File: src/rtl/pll_phase_step_ctrl_m_if.sv
// pll_phase_step_ctrl_m_if: MMCM dynamic phase-shift port (psen/psincdec/psdone)
interface pll_phase_step_ctrl_m_if;
   logic ps_en;
   logic ps_incdec;
   logic ps_done;
   modport master (output ps_en, output ps_incdec, input ps_done);
   modport slave  (input ps_en, input ps_incdec, output ps_done);
endinterface

File: src/rtl/pll_phase_step_ctrl_m.sv
// pll_phase_step_ctrl_m: queues +/-1 phase step requests and issues them one at a time to the MMCM
module pll_phase_step_ctrl_m #(
   parameter int PEND_WIDTH  = 8,
   parameter int PHASE_WIDTH = 16,
   parameter int TIMEOUT     = 1023,
   parameter int GAP_CYCLES  = 4
) (
   input  logic                          clk,
   input  logic                          rst,
   input  logic                          i_ph_inc,
   input  logic                          i_ph_dec,
   input  logic                          i_locked,
   input  logic                          i_clr,
   pll_phase_step_ctrl_m_if.master       ps,
   output logic                          o_busy,
   output logic signed [PEND_WIDTH-1:0]  o_pending,
   output logic signed [PHASE_WIDTH-1:0] o_phase,
   output logic                          o_err_timeout,
   output logic                          o_err_ovf
);
   localparam logic [1:0] IDLE  = 2'd0;
   localparam logic [1:0] ISSUE = 2'd1;
   localparam logic [1:0] WAIT  = 2'd2;
   localparam logic [1:0] GAP   = 2'd3;
   localparam int PW1 = PEND_WIDTH + 1;
   localparam int TW  = $clog2(TIMEOUT + 1);
   localparam int GW  = GAP_CYCLES > 1 ? $clog2(GAP_CYCLES) : 1;
   localparam logic signed [PW1-1:0] MAXP = PW1'(2 ** (PEND_WIDTH - 1) - 1);
   localparam logic signed [PW1-1:0] MINP = -MAXP;
   localparam logic [GW-1:0] GAP_LD = GW'(GAP_CYCLES > 0 ? GAP_CYCLES - 1 : 0);

   logic [1:0]                   r_state;
   logic                         r_ps_en;
   logic                         r_dir;
   logic signed [PEND_WIDTH-1:0] r_pend;
   logic signed [PHASE_WIDTH-1:0] r_phase;
   logic                         r_err_to;
   logic                         r_err_ovf;
   logic [TW-1:0]                r_to_cnt;
   logic [GW-1:0]                r_gap_cnt;
   logic                         w_done;
   logic                         w_tmo;
   logic                         w_hi;
   logic                         w_lo;
   logic signed [PW1-1:0]        w_cons;
   logic signed [PW1-1:0]        w_sum;

   // one extra bit of headroom so the clamp sees the true sum
   always_comb begin
      w_done = r_state == WAIT && ps.ps_done;
      w_tmo  = r_state == WAIT && !ps.ps_done && r_to_cnt == '0;
      w_cons = !w_done ? '0 : r_dir ? PW1'(1) : '1;
      w_sum  = PW1'(r_pend) + PW1'(i_ph_inc) - PW1'(i_ph_dec) - w_cons;
      w_hi   = w_sum > MAXP;
      w_lo   = w_sum < MINP;
   end

   always_ff @(posedge clk) begin
      if (rst) begin
         r_state   <= IDLE;
         r_ps_en   <= 1'b0;
         r_dir     <= 1'b0;
         r_pend    <= '0;
         r_phase   <= '0;
         r_err_to  <= 1'b0;
         r_err_ovf <= 1'b0;
         r_to_cnt  <= '0;
         r_gap_cnt <= '0;
      end else begin
         r_ps_en   <= 1'b0;
         r_pend    <= w_tmo ? '0 : w_hi ? MAXP[PEND_WIDTH-1:0] : w_lo ? MINP[PEND_WIDTH-1:0] : w_sum[PEND_WIDTH-1:0];
         r_phase   <= i_clr ? '0 : !w_done ? r_phase : r_dir ? r_phase + PHASE_WIDTH'(1) : r_phase - PHASE_WIDTH'(1);
         r_err_to  <= !i_clr && (r_err_to || w_tmo);
         r_err_ovf <= !i_clr && (r_err_ovf || ((w_hi || w_lo) && !w_tmo));
         case (r_state)
            IDLE: if (r_pend != '0 && i_locked) begin
               r_dir   <= !r_pend[PEND_WIDTH-1];
               r_ps_en <= 1'b1;
               r_state <= ISSUE;
            end
            ISSUE: begin
               r_to_cnt <= TW'(TIMEOUT);
               r_state  <= WAIT;
            end
            WAIT: if (w_done) begin
               r_gap_cnt <= GAP_LD;
               r_state   <= GAP_CYCLES == 0 ? IDLE : GAP;
            end else if (w_tmo) begin
               r_state <= IDLE;
            end else begin
               r_to_cnt <= r_to_cnt - TW'(1);
            end
            default: if (r_gap_cnt == '0) r_state <= IDLE;
                     else r_gap_cnt <= r_gap_cnt - GW'(1);
         endcase
      end
   end

   assign ps.ps_en      = r_ps_en;
   assign ps.ps_incdec  = r_dir;
   assign o_busy        = r_state != IDLE;
   assign o_pending     = r_pend;
   assign o_phase       = r_phase;
   assign o_err_timeout = r_err_to;
   assign o_err_ovf     = r_err_ovf;
endmodule

File: src/flat_wrapper.sv
// flat-port wrapper written by rule: the top's interface ports become plain ports
module pll_phase_step_ctrl_m_flat 
#(
   parameter int PEND_WIDTH  = 8,
   parameter int PHASE_WIDTH = 16,
   parameter int TIMEOUT     = 1023,
   parameter int GAP_CYCLES  = 4
)
  (clk, rst, i_ph_inc, i_ph_dec, i_locked, i_clr, o_busy, o_pending, o_phase, o_err_timeout, o_err_ovf, ps_ps_en, ps_ps_incdec, ps_ps_done);
  pll_phase_step_ctrl_m_if ps_i ();
  input  logic clk;
  input  logic rst;
  input  logic i_ph_inc;
  input  logic i_ph_dec;
  input  logic i_locked;
  input  logic i_clr;
  output logic o_busy;
  output logic signed [PEND_WIDTH-1:0] o_pending;
  output logic signed [PHASE_WIDTH-1:0] o_phase;
  output logic o_err_timeout;
  output logic o_err_ovf;
  output wire logic [$bits(ps_i.ps_en)-1:0] ps_ps_en;
  output wire logic [$bits(ps_i.ps_incdec)-1:0] ps_ps_incdec;
  input wire logic [$bits(ps_i.ps_done)-1:0] ps_ps_done;
  assign ps_ps_en = ps_i.ps_en;
  assign ps_ps_incdec = ps_i.ps_incdec;
  assign ps_i.ps_done = ps_ps_done;
  pll_phase_step_ctrl_m #(.PEND_WIDTH(PEND_WIDTH), .PHASE_WIDTH(PHASE_WIDTH), .TIMEOUT(TIMEOUT), .GAP_CYCLES(GAP_CYCLES)) u_core (.clk(clk), .rst(rst), .i_ph_inc(i_ph_inc), .i_ph_dec(i_ph_dec), .i_locked(i_locked), .i_clr(i_clr), .ps(ps_i), .o_busy(o_busy), .o_pending(o_pending), .o_phase(o_phase), .o_err_timeout(o_err_timeout), .o_err_ovf(o_err_ovf));
endmodule
File: config.mk
export PLATFORM = sky130hd
export DESIGN_NAME = pll_phase_step_ctrl_m_flat
export DESIGN_NICKNAME = d
export VERILOG_FILES = /design/src/rtl/pll_phase_step_ctrl_m_if.sv /design/src/rtl/pll_phase_step_ctrl_m.sv /design/src/flat_wrapper.sv
export SDC_FILE = /design/constraint.sdc
export NUM_CORES = 1
export LEC_CHECK = 0
export CAP_MARGIN = 20
export CELL_PAD_IN_SITES_DETAIL_PLACEMENT = 1
export CELL_PAD_IN_SITES_GLOBAL_PLACEMENT = 2
export CORE_MARGIN = 2
export CORE_UTILIZATION = 35
export CTS_CLUSTER_SIZE = 24
export DETAILED_ROUTE_END_ITERATION = 12
export DONT_BUFFER_PORTS = 1
export PLACE_DENSITY = 0.74
export SYNTH_ARGS = -nofsm -noshare
export SYNTH_HDL_FRONTEND = slang
export SYNTH_SLANG_ARGS = --single-unit
File: constraint.sdc
create_clock -name clk -period 8.55 [get_ports clk]
set_clock_uncertainty 0.15 [all_clocks]
set_input_delay 0.855 -clock clk [delete_from_list [all_inputs] [get_ports clk]]
set_output_delay 0.855 -clock clk [all_outputs]
set_load 0.01 [all_outputs]
Word level (Yosys, flattened, before mapping)
Cells that the tools add are included.

storage, ports and cells
  register bits = 42
  bits of input ports = 7
  output and inout bits = 29

operators by class
  $add $sub $neg = 7
  magnitude comparators = 2
  equality and inequality tests = 8
  muxes and demuxes = 17
  bitwise gates (word level) = 2
  reduce and logical (&&, ||, !) cells = 30

operators with widths
  kind                                                                              count
  10-bit two-way mux                                                                2
  10-bit one-hot mux with 2 select lines                                            1
  9-bit two-way mux                                                                 2
  16-bit by 1-bit adder with 16-bit output (second input constant)                  1
  16-bit two-way mux                                                                1
  16-bit by 1-bit subtractor with 16-bit output (second input constant)             1
  2-bit two-way mux                                                                 6
  10-bit logical NOT                                                                1
  10-bit by 1-bit subtractor with 10-bit output (second input constant)             1
  8-bit by 2-bit adder with 9-bit output                                            1
  9-bit by 8-bit greater-than comparator with 1-bit output (second input constant)  1
  9-bit by 8-bit less-than comparator with 1-bit output (second input constant)     1
  3-bit AND reduction                                                               3
  9-bit by 1-bit subtractor with 9-bit output                                       1
  9-bit subtractor                                                                  1
  8-bit two-way mux                                                                 1
  8-bit nonzero test                                                                1
  2-bit OR reduction                                                                4
  1-bit logical AND                                                                 7
  7-bit two-way mux                                                                 1
  2-bit by 1-bit != test with 1-bit output (second input constant)                  3
  2-bit one-hot mux with 3 select lines                                             1
  1-bit logical NOT                                                                 4
  2-bit logical NOT                                                                 2
  13 further kinds                                                                  18

Logic depth before layout (Yosys ltp)
Gate-level depths: netlist of the first run.

  depth in word-level cells = 9
  depth in mapped cells = 19

Least setup slack after synthesis of the first run
OpenSTA, ideal clock, no wires.

  path kind = input to register
  start = input port ps_ps_done
  end = register u_core.r_pend[1] (netlist: u_core.o_pending[1])
  arrival time = 4.123 ns
  path slack = 4.141 ns
  stages = 17
  path buffers = 2
  cell sequence = and2_1 clkbuf_1 inv_1 clkbuf_1 fa_1 inv_1 fa_1 inv_1 ha_1 inv_1 fa_1 nand2b_1 a21o_1 a211oi_1 nand2b_1 a2bb2oi_1 a21oi_1

on the way
  word-level cells in the longest chain between the ends = 6
  elaborated cells between the ends (all ways) = 11
  those cells by class = add/sub (1); order compare (2); mux (3); reduce/logical (5)

RTL lines
  what                                                   line                         RTL
  start: declaration                                     flat_wrapper.sv:24           input wire logic [$bits(ps_i.ps_done)-1:0] ps_ps_done;
  1-bit logical AND                                      pll_phase_step_ctrl_m.sv:50  w_done = r_state == WAIT && ps.ps_done;
  9-bit two-way mux                                      pll_phase_step_ctrl_m.sv:52  w_cons = !w_done ? '0 : r_dir ? PW1'(1) : '1;
  9-bit subtractor                                       pll_phase_step_ctrl_m.sv:53  w_sum = PW1'(r_pend) + PW1'(i_ph_inc) - PW1'(i_ph_dec) - w_cons;
  9-bit by 8-bit less-than comparator with 1-bit output  pll_phase_step_ctrl_m.sv:55  w_lo = w_sum < MINP;
  8-bit two-way mux                                      pll_phase_step_ctrl_m.sv:71  r_pend <= w_tmo ? '0 : w_hi ? MAXP[PEND_WIDTH-1:0] : w_lo ? MINP[PEND_WIDTH-1:0] : w_sum[PEND_WIDTH-1:0];
  7-bit two-way mux                                      pll_phase_step_ctrl_m.sv:71
  end signal: assignment                                 pll_phase_step_ctrl_m.sv:71
  end: declaration                                       pll_phase_step_ctrl_m.sv:35  logic signed [PEND_WIDTH-1:0] r_pend;

Parallel ways exist; a longest one is shown, timed or not.
A chain may end at the register's enable or synchronous reset.

Final worst setup path of the first run
  start = register u_core.r_state[0]
  end = register u_core.r_pend[2] (netlist: u_core.o_pending[2])

on the way
  word-level cells in the longest chain between the ends = 7
  elaborated cells between the ends (all ways) = 11
  those cells by class = add/sub (1); order compare (2); eq/ne (1); mux (3); reduce/logical (4)

RTL lines
  what                                                   line                                                      RTL
  start: declaration                                     pll_phase_step_ctrl_m.sv:32                               logic [1:0] r_state;
  start signal: assignment                               pll_phase_step_ctrl_m.sv:87                               r_state <= GAP_CYCLES == 0 ? IDLE : GAP;
  2-bit equality test *                                  pll_phase_step_ctrl_m.sv:50, pll_phase_step_ctrl_m.sv:51
  1-bit logical AND                                      pll_phase_step_ctrl_m.sv:50
  9-bit two-way mux                                      pll_phase_step_ctrl_m.sv:52
  9-bit subtractor                                       pll_phase_step_ctrl_m.sv:53
  9-bit by 8-bit less-than comparator with 1-bit output  pll_phase_step_ctrl_m.sv:55
  8-bit two-way mux                                      pll_phase_step_ctrl_m.sv:71
  7-bit two-way mux                                      pll_phase_step_ctrl_m.sv:71

Every way passes the cells marked *; elsewhere a longest branch is shown, timed or not.

==> key figures, run 1 <==
Outcome
  – Status: finished, final reports clean

Timing
  – RSZ-0062 raised after global routing: false
  – Count of final hold-check violations: 0
  – Max-slew violation count: 0
  – Relative slew slack: ~43%
  – Fin crit share: 61.0%
  – Worst Tran Pin Value: between 800 and 900 ps
  – Setup TNS Final: 0 ps
  – Fmax: about 0.19 GHz
  – Endpoints failing setup: 0
  – Final Critical Period: 5220 ps

CTS
  – H-tree depth: 2
  – Post-cts sizing count: 0
  – Postcts setup bufs: 0
  – TritonCTS clock tree: yes
  – Root Buffer: clkbuf_8
  – Post-CTS Hold Fix Bufs: 0
  – Clock buffer depth: 2
  – CTS sink count: 42
  – Clock-pin transition on the worst setup and hold timing paths: ~80 ps
  – Clock latency on the worst-skew pair: roughly 290 ps
  – Total CTS buffers: 5

Synthesis
  – Netlist cell types: 55
  – Top FF cell, synth: dfxtp_1
  – Synth Register Bits: between 40 and 50
  – Synth top area cells: dfxtp_1 28%, ha_1 16%, a21oi_1 5.8%
  – Average size of a mapped cell: about 8.5 sq um
  – Post-Synthesis Net Count: 406
  – Synth top area share: between 20% and 30%
  – Cell Area, Synth: 3020 sq um
  – Area leader, netlist: dfxtp_1
  – Gate Count Post-Synth: between 300 and 400
  – Yosys warns: 0
  – Async SR Flop Fraction: 0%
  – Share of the yosys chip area belonging to registers: 27.9%
  – Number of flops mapped to enable cells by yosys: 0

Pwr
  – VDD IR max: roughly 0.14 mV
  – Net Switching: 0.000685 W
  – P_int: roughly 0.00073 W
  – Pleak: about 1.4 nW
  – Register share of total power: between 20% and 30%
  – Sw frac: 48.4%
  – Clk pwr share: 9.4%
  – Pwr Density: ~440 nW/um^2
  – Logic gate share of total power: roughly two thirds

Finish
  – Antenna diodes: 0
  – Commonest non-fill, non-tap cell in the layout: dfxtp_1
  – Most frequent cells in the layout: 42 x dfxtp_1, 39 x ha_1, 38 x inv_1
  – Post-route insts no fill: 460
  – Share of layout cells above drive strength 1: under 10%
  – Nets: slightly above 400
  – Area delta synth->final: 5.97%

Worst setup path
  – Critical path type: register to register
  – Crit. End Element: register
  – Crit path required time: between 8000 and 9000 ps
  – CP Launch Type: register
  – Crit-path max FO: 15
  – Reg2Reg Capture Point: u_core.o_pending[2]$_SDFF_PP0_
  – FF-to-FF path depth: 17
  – R2R Path Start: u_core.r_state[0]$_SDFFE_PP0P_
  – CP arrival: 5220 ps
  – Reg2reg setup slack: 3330 ps

Route
  – TritonRoute pass-1 iters: 4
  – Final WL: 7.17 mm
  – DRC: 0
  – Total number of vias: between 2k and 2.5k
  – Routed len/inst: between 15 and 20 microns
  – Average vias per placed instance: about 5.4
  – DR iter-0 viols: 76
  – Antenna-violating nets left: 0

Hold path
  – Hold_sp: u_core.r_gap_cnt[1]$_SDFFE_PP0P_
  – Worst Hold End: u_core.r_gap_cnt[1]$_SDFFE_PP0P_
  – HP Class: register to register
  – Hold Path Cell Cnt: 2

Floorplan
  – Die Area: 9370 sq um
  – Die X: about 97 microns
  – I/O pin count: 36
  – Core Area: between 8000 and 9000 sq um
  – Initial Util: 36.3%
  – # rows: 33
  – Die span in y: 96.8 microns

Place
  – Inst Count DP: ~450
  – Routability cong.: approximately 0.81
  – Port Buffers: 0
  – Post-DP HPWL: around 5.6 mm

Global routing
  – GRT overflow: 0
  – Largest net degree at the start of global routing: 22
  – Initial antenna violation count: 0
  – Number of global-route vias before repair: 2487
  – Total GRT Usage: about 16%
  – First-pass GRT wire length: about 12 mm

Job
  – Max_cap viols: 0
## kinds of logic after synthesis
logic type,count (synthesis),share of synthesized area [%]
and+or+nand+nor,102,18.2
AOI/OAI and AO/OA,101,22.6
buffers and inverters,47,6.14
adders and majority gates,43,18.8
DFF,42,27.9
xor gates and xnor gates,17,4.94
muxes,4,1.37
## worst max-delay path by stage
stage                                         from  depth (start not counted)                             end
floorplan                               ps_ps_done                         17  u_core.o_pending[1]$_SDFF_PP0_
global route        u_core.r_state[0]$_SDFFE_PP0P_                         17  u_core.o_pending[2]$_SDFF_PP0_
global placement    u_core.r_state[0]$_SDFFE_PP0P_                         17  u_core.o_pending[6]$_SDFF_PP0_
detailed placement  u_core.r_state[0]$_SDFFE_PP0P_                         17  u_core.o_pending[2]$_SDFF_PP0_
CTS                 u_core.r_state[0]$_SDFFE_PP0P_                         17  u_core.o_pending[2]$_SDFF_PP0_
finish              u_core.r_state[0]$_SDFFE_PP0P_                         17  u_core.o_pending[2]$_SDFF_PP0_
## flip-flops by register name, summed over array words and instances (netlist names)
register              count
u_core.o_err_timeout      1
u_core.ps.ps_incdec       1
u_core.r_to_cnt          10
u_core.r_gap_cnt          2
u_core.r_state            2
u_core.o_err_ovf          1
u_core.o_pending          8
u_core.o_phase           16
u_core.ps.ps_en           1
## area by class of cell
type                    count  area, sq um
well taps                 105          131
inverters                  38          143
fillers                   984         5100
flip-flops and latches     42          841
clock buffers               7         86.3
multi-input cells         267         1990
clock inverters             1         5.00
## layer usage
metal	share of wire (%)	vias to the layer above	wire [microns]	global-route usage (%)
li1	-	1266	-	-
met1	50	1170	3550	21.5
met2	45	44	3220	24.8
met3	4.6	8	333	3.97
met4	0.81	0	58	2.93
met5	0	-	0	0
## power groups by stage
stage	sequential [W]	combinational [W]	clock [W]
after global routing	0.000349	0.00109	0.000145
after CTS	0.000340	0.000956	0.000139
after floorplan	0.000320	0.000775	0
after detailed placement	0.000343	0.000947	0
final	0.000337	0.000945	0.000132
after global placement	0.000343	0.000933	0
## synthesized netlist by cell type (2+ instances only)
library cell / n
nor3_1: 5
o21bai_1: 3
xor2_1: 8
ha_1: 39
dfxtp_1: 42
inv_1: 38
nand2_1: 26
or2_2: 5
nor2_1: 22
nand2b_1: 10
o21a_1: 2
a21boi_0: 2
a31oi_1: 5
xnor2_1: 9
mux2i_1: 3
nor3b_1: 2
a211oi_1: 5
nor4_1: 5
o21ai_0: 9
a221oi_1: 3
a2bb2oi_1: 2
clkbuf_1: 6
and2_1: 3
a21oi_1: 35
and4_1: 2
nor4b_1: 2
or3b_2: 3
nand3b_1: 2
o2111ai_1: 2
a21o_1: 15
a311oi_1: 5
nand3_1: 7
and3_1: 3
a22o_1: 2
fa_1: 4
## critical path: stages (launching register included)
cell and delay, ps:
dfxtp_1 370, inv_1 100, ha_1 380, and2_1 540
inv_1 420, fa_1 480, inv_1 70, fa_1 400
inv_1 70, ha_1 160, inv_1 50, fa_1 390
nand2b_1 200, a21o_1 180, a211oi_1 410, nand2b_1 170
a2bb2oi_1 440, a21oi_1 80
## through the flow
stage | hold slack [ps] | area, sq um | util, % | setup WS [ps] | power [W]
after floorplan | 306 | 3020 | - | 4140 | 0.00109
after global placement | 314 | 3100 | 37.4 | 3490 | 0.00128
after detailed placement | 325 | 3100 | 37.4 | 3270 | 0.00129
after CTS | 336 | 3200 | 38.5 | 3260 | 0.00143
after global routing | 379 | 3200 | 38.5 | 2760 | 0.00158
final | 330 | 3200 | 38.5 | 3330 | 0.00142
(Power assumes the default switching activity.)
==> run 2: changes to the inputs <==
Settings changed: PLACE_DENSITY 0.74 to 0.77.
Clock period 8.55 ns to 4.7 ns, I/O delays scaled along.
==> key figures, run 2 (synthesis gave the netlist of run 1 again) <==
Outcome
  – Status: finished, final reports clean

Worst setup path
  – Crit path required time: approximately 4700 ps
  – CP most frequent cell: ha_1
  – Critical path buffers and inverters: 4
  – Worst path cell trace: inv_1 > ha_1 > and2_1 > buf_4 > nand2_1 > inv_1 > ha_1 > inv_1 > ha_1 > ha_1 > a21o_1 > a21o_1 > o21a_1 > o311a_1 > a2bb2oi_1 > a21oi_1
  – Crit. End Element: register
  – CP Launch Type: register
  – Critical path type: register to register
  – Critical Path Max Stage Delay: 440 ps
  – Critical Path Slowest Stage Cell: a2bb2oi_1
  – Crit-path max FO: 14
  – Top Family by Delay on Critical Path: compound AO/OA/AOI/OAI gates
  – CP arrival: between 4000 and 5000 ps

Job
  – Max_cap viols: 0

CTS
  – TritonCTS clock tree: yes
  – H-tree depth: 2
  – Clock latency on the worst-skew pair: roughly 300 ps
  – Clock-pin transition on the worst setup and hold timing paths: about 90 ps
  – Postcts setup bufs: 0
  – Root Buffer: clkbuf_8
  – CTS sink count: 42
  – Clock buffer depth: 2
  – Post-CTS Hold Fix Bufs: 0
  – Total CTS buffers: 5

Timing
  – RSZ-0062 raised after global routing: false
  – Setup TNS Final: 0 ps
  – Fmax: roughly 0.24 GHz
  – Fin crit share: between 80% and 90%
  – Worst Tran Pin Value: 892 ps
  – Final Critical Period: approximately 4200 ps
  – Relative slew slack: 40.4%
  – Max-slew violation count: 0
  – Endpoints failing setup: 0
  – Count of final hold-check violations: 0
  – Final setup margin: 530 ps

Hold path
  – HP Class: input pin to register

Global routing
  – GR Layer Usage met3: between 4 and 5%
  – Largest net degree at the start of global routing: 22
  – Number of global-route vias before repair: 2654
  – Busiest grt layer: met2
  – Routing usage on met1: roughly 20%
  – Initial antenna violation count: 0
  – Total GRT Usage: between 10% and 20%
  – First-pass GRT wire length: roughly 13 mm
  – GRT overflow: 0
  – Met2 usage: 27.6%

Route
  – TritonRoute pass-1 iters: 4
  – Final WL: around 7.3 mm
  – DRC: 0
  – Antenna-violating nets left: 0
  – Average vias per placed instance: 5.46
  – Total number of vias: around 2.5k
  – DR iter-0 viols: 16
  – Routed len/inst: about 16 microns

Finish
  – Area delta synth->final: 7.26%
  – Flip-flop count of the largest register after layout: 16
  – Most frequent cells in the layout: 42 x dfxtp_1, 39 x ha_1, 38 x inv_1
  – Nets: between 400 and 500
  – Antenna diodes: 0
  – Commonest non-fill, non-tap cell in the layout: dfxtp_1
  – Share of layout cells above drive strength 1: 7.24%

Floorplan
  – Core Area: around 8300 sq um
  – Die Area: between 9000 and 10000 sq um
  – I/O pin count: 36
  – Die X: between 90 and 100 microns
  – Die span in y: slightly below 100 microns
  – Initial Util: a little over a third
  – # rows: 33

Place
  – Post-DP HPWL: ~5.7 mm
  – Port Buffers: 0
  – Pre-CTS WS: about 420 ps
  – Routability cong.: ~0.79

Pwr
  – VDD IR max: approximately 0.39 mV
  – Pwr Density: between 800 and 900 nW/um^2
  – Pleak: roughly 1.4 nW
[run 2: cell types whose count changed in the layout (fill, tap and decap cells not counted), sizes merged]
cell / previous run / this run
clkbuf: 7 / 6
buf: 0 / 4
clkinvlp: 0 / 1
[run 2: routing by layer]
layer	vias to the layer above	wire length [microns]
met1	1219	3420
li1	1276	-
met4	0	51
met5	-	0
met3	5	322
met2	33	3530
[run 2: cell type report]
type,instances,area [sq um]
fill,1013,5060
multi-input combinational,267,1990
sequential,42,841
inverter,38,143
tap,105,131
clock buffer,6,82.6
timing repair buffer,4,30.0
clock inverter,2,12.5
[run 2: path summary, 6_finish.rpt]
kind	start	end	slack (ps)	cells past startpoint
setup / recovery	u_core.r_state[0]$_SDFFE_PP0P_	u_core.o_pending[1]$_SDFF_PP0_	530	16
hold / removal	rst	u_core.r_to_cnt[5]$_SDFFE_PP0P_	80	1
setup reg to reg	u_core.r_state[0]$_SDFFE_PP0P_	u_core.o_pending[1]$_SDFF_PP0_	530	16
hold reg to reg	u_core.r_gap_cnt[1]$_SDFFE_PP0P_	u_core.r_gap_cnt[1]$_SDFFE_PP0P_	330	2
[run 2: per-stage QoR]
stage / power (W) / cells / utilization, % / hold slack, ps / cell area [sq um]
after global routing: 0.00292 / 464 / 39.0 / 66.2 / 3230
final: 0.00262 / 464 / 39.0 / 75.8 / 3230
after global placement: 0.00233 / 456 / 37.8 / 313 / 3130
after floorplan: 0.00199 / 356 / - / 306 / 3020
after CTS: 0.00263 / 464 / 38.9 / 68.7 / 3230
after detailed placement: 0.00237 / 456 / 37.8 / 320 / 3130
[run 2: repair_timing]
item | 4_1_cts | 5_1_grt
resized for setup | 0 | 1
endpoints found under the hold margin | 0 | 0
endpoints found under the setup margin | 0 | 6
[run 2: power breakdown]
part	internal [W]	switching [W]	total [W]	leakage [nW]
logic	0.000754	0.000997	0.00175	1.05
registers	0.000475	0.000140	0.000615	0.345
clock network	0.000118	0.000132	0.000250	0.0472
total	0.00135	0.00127	0.00262	1.44
==> run 3: changes to the inputs <==
Settings changed: HOLD_SLACK_MARGIN set to 0.15.
==> key figures, run 3 (synthesis gave the netlist of run 1 again) <==
Outcome
  – Status: finished, final reports clean

Place
  – Post-DP HPWL: between 5 and 6 mm
  – Port Buffers: 0
  – Pre-CTS WS: around 420 ps
  – Routability cong.: 0.795
  – Inst Count DP: around 460

Pwr
  – Pleak: 1.45 nW
  – Pwr Density: roughly 810 nW/um^2
  – Power, Total: about 0.0026 W
  – VDD IR max: roughly 0.39 mV

Finish
  – Commonest non-fill, non-tap cell in the layout: dfxtp_1
  – Area delta synth->final: 7.93%
  – Nets: between 400 and 500
  – Footprint of the multi-input gates: between 1500 and 2000 sq um
  – Share of layout cells above drive strength 1: 7.20%
  – Antenna diodes: 0
  – Flip-flop count of the largest register after layout: 16
  – Register Area: 841 sq um
  – Post-route insts no fill: 466
  – Fill count: around 1k
  – Most frequent cells in the layout: 42 x dfxtp_1, 39 x ha_1, 38 x inv_1

Worst setup path
  – CP Launch Type: register
  – Crit. End Element: register
  – CP Capture Point: u_core.o_pending[3]$_SDFF_PP0_
  – Reg2reg setup slack: 540 ps
  – Crit-path max FO: 14
  – Critical path type: register to register
  – Worst Setup SP: u_core.r_state[0]$_SDFFE_PP0P_
  – R2R Path Start: u_core.r_state[0]$_SDFFE_PP0P_
  – FF-to-FF path depth: 16
  – CP arrival: between 4000 and 5000 ps
  – Reg2Reg Capture Point: u_core.o_pending[3]$_SDFF_PP0_
  – Crit path required time: approximately 4700 ps

Global routing
  – Total GRT Usage: 16.1%
  – Number of global-route vias before repair: 2654
  – Initial antenna violation count: 0
  – First-pass GRT wire length: ~13 mm
  – Largest net degree at the start of global routing: 18
  – GRT overflow: 0

Timing
  – Relative slew slack: between 40% and 50%
  – Final Critical Period: between 4000 and 5000 ps
  – Worst Tran Pin Value: 896 ps
  – Max-slew violation count: 0
  – Fmax: between 0.2 and 0.25 GHz
  – Final setup margin: between 500 and 600 ps
  – Endpoints failing setup: 0
  – Fin crit share: 88.6%
  – Setup TNS Final: 0 ps
  – RSZ-0062 raised after global routing: false
  – Count of final hold-check violations: 0

Floorplan
  – Die span in y: between 90 and 100 microns
  – Core Area: between 8000 and 9000 sq um
  – Die X: between 90 and 100 microns
  – # rows: 33
  – Die Area: roughly 9400 sq um
  – I/O pin count: 36
  – Initial Util: a little over a third

CTS
  – CTS sink count: between 40 and 50
  – H-tree depth: 2
  – Clock latency on the worst-skew pair: 300 ps
  – TritonCTS clock tree: yes
  – Root Buffer: clkbuf_8
  – Clock-pin transition on the worst setup and hold timing paths: roughly 80 ps
  – Clock buffer depth: 2
  – Total CTS buffers: 5
  – Postcts setup bufs: 0

Route
  – TritonRoute pass-1 iters: 4
  – Routed len/inst: around 16 microns
  – Total number of vias: 2538
  – DRC: 0
  – Average vias per placed instance: between 5 and 6
  – Final WL: ~7.4 mm
  – Antenna-violating nets left: 0
  – DR iter-0 viols: 12

Job
  – Max_cap viols: 0

Hold path
  – HP Class: input pin to register
==> run 3: cell count changes in the layout (fill, tap and decap cells not counted), sizes merged <==
cell,before,now
dlygate4sd3,0,2
==> run 3: per-layer routing <==
| metal | vias up | global-route usage, % | routed length (microns) |
|---|---|---|---|
| met3 | 5 | 4.26 | 326 |
| met4 | 0 | 2.93 | 51 |
| met2 | 31 | 27.8 | 3530 |
| met1 | 1222 | 20.2 | 3470 |
| met5 | - | 0 | 0 |
| li1 | 1280 | - | - |
==> run 3: layout make-up <==
cell class / count / share of cell area (%)
Clock inverter: 2 / 0.384
Tap cell: 105 / 4.04
Sequential cell: 42 / 25.8
Timing Repair Buffer: 6 / 1.54
Inverter: 38 / 4.38
Multi-Input combinational cell: 267 / 61.3
Clock buffer: 6 / 2.54
==> run 3: repair_timing <==
| action | in CTS | in global routing |
|---|---|---|
| resized for setup | 0 | 1 |
| setup endpoints to repair | 0 | 6 |
| hold buffers | 2 | 0 |
| hold endpoints to repair | 16 | 0 |
==> run 3: how the worst min path moves through the flow <==
| stage | start | endpoint | slack [ps] | cells past startpoint |
|---|---|---|---|---|
| 2_1_floorplan | u_core.r_gap_cnt[1]$_SDFFE_PP0P_ | u_core.r_gap_cnt[1]$_SDFFE_PP0P_ | 310 | 2 |
| 3_3_place_gp | u_core.r_gap_cnt[1]$_SDFFE_PP0P_ | u_core.r_gap_cnt[1]$_SDFFE_PP0P_ | 310 | 2 |
| 3_5_place_dp | u_core.r_gap_cnt[1]$_SDFFE_PP0P_ | u_core.r_gap_cnt[1]$_SDFFE_PP0P_ | 320 | 2 |
| 4_1_cts | rst | u_core.o_pending[7]$_SDFF_PP0_ | 180 | 2 |
| 5_1_grt | rst | u_core.o_pending[7]$_SDFF_PP0_ | 200 | 2 |
| 6_report | rst | u_core.o_pending[7]$_SDFF_PP0_ | 190 | 2 |
==> run 3: metrics by stage <==
stage	utilization [%]	cell area, sq um	hold WS [ps]
5_1_grt	39.2	3250	197
6_report	39.2	3250	194
2_1_floorplan	-	3020	306
3_5_place_dp	37.8	3130	320
3_3_place_gp	37.8	3130	313
4_1_cts	39.2	3250	183
==> run 3: power breakdown <==
group	total, W	internal [W]	leakage, nW	switching, W
registers	0.000615	0.000475	0.345	0.000140
clock network	0.000251	0.000118	0.0472	0.000132
logic	0.00176	0.000755	1.06	0.00100
total	0.00262	0.00135	1.45	0.00127
==> run 3: worst max-delay path, cell delays in order, from the launching register on <==
cell and delay (ps):
dfxtp_1 420, inv_1 90, ha_1 210, and2_1 150
buf_4 180, nand2_1 120, inv_1 160, ha_1 310
inv_1 40, ha_1 280, ha_1 350, a21o_1 200
a21o_1 210, o21a_1 220, o311a_1 420, a2bb2oi_1 440
a21oi_1 80
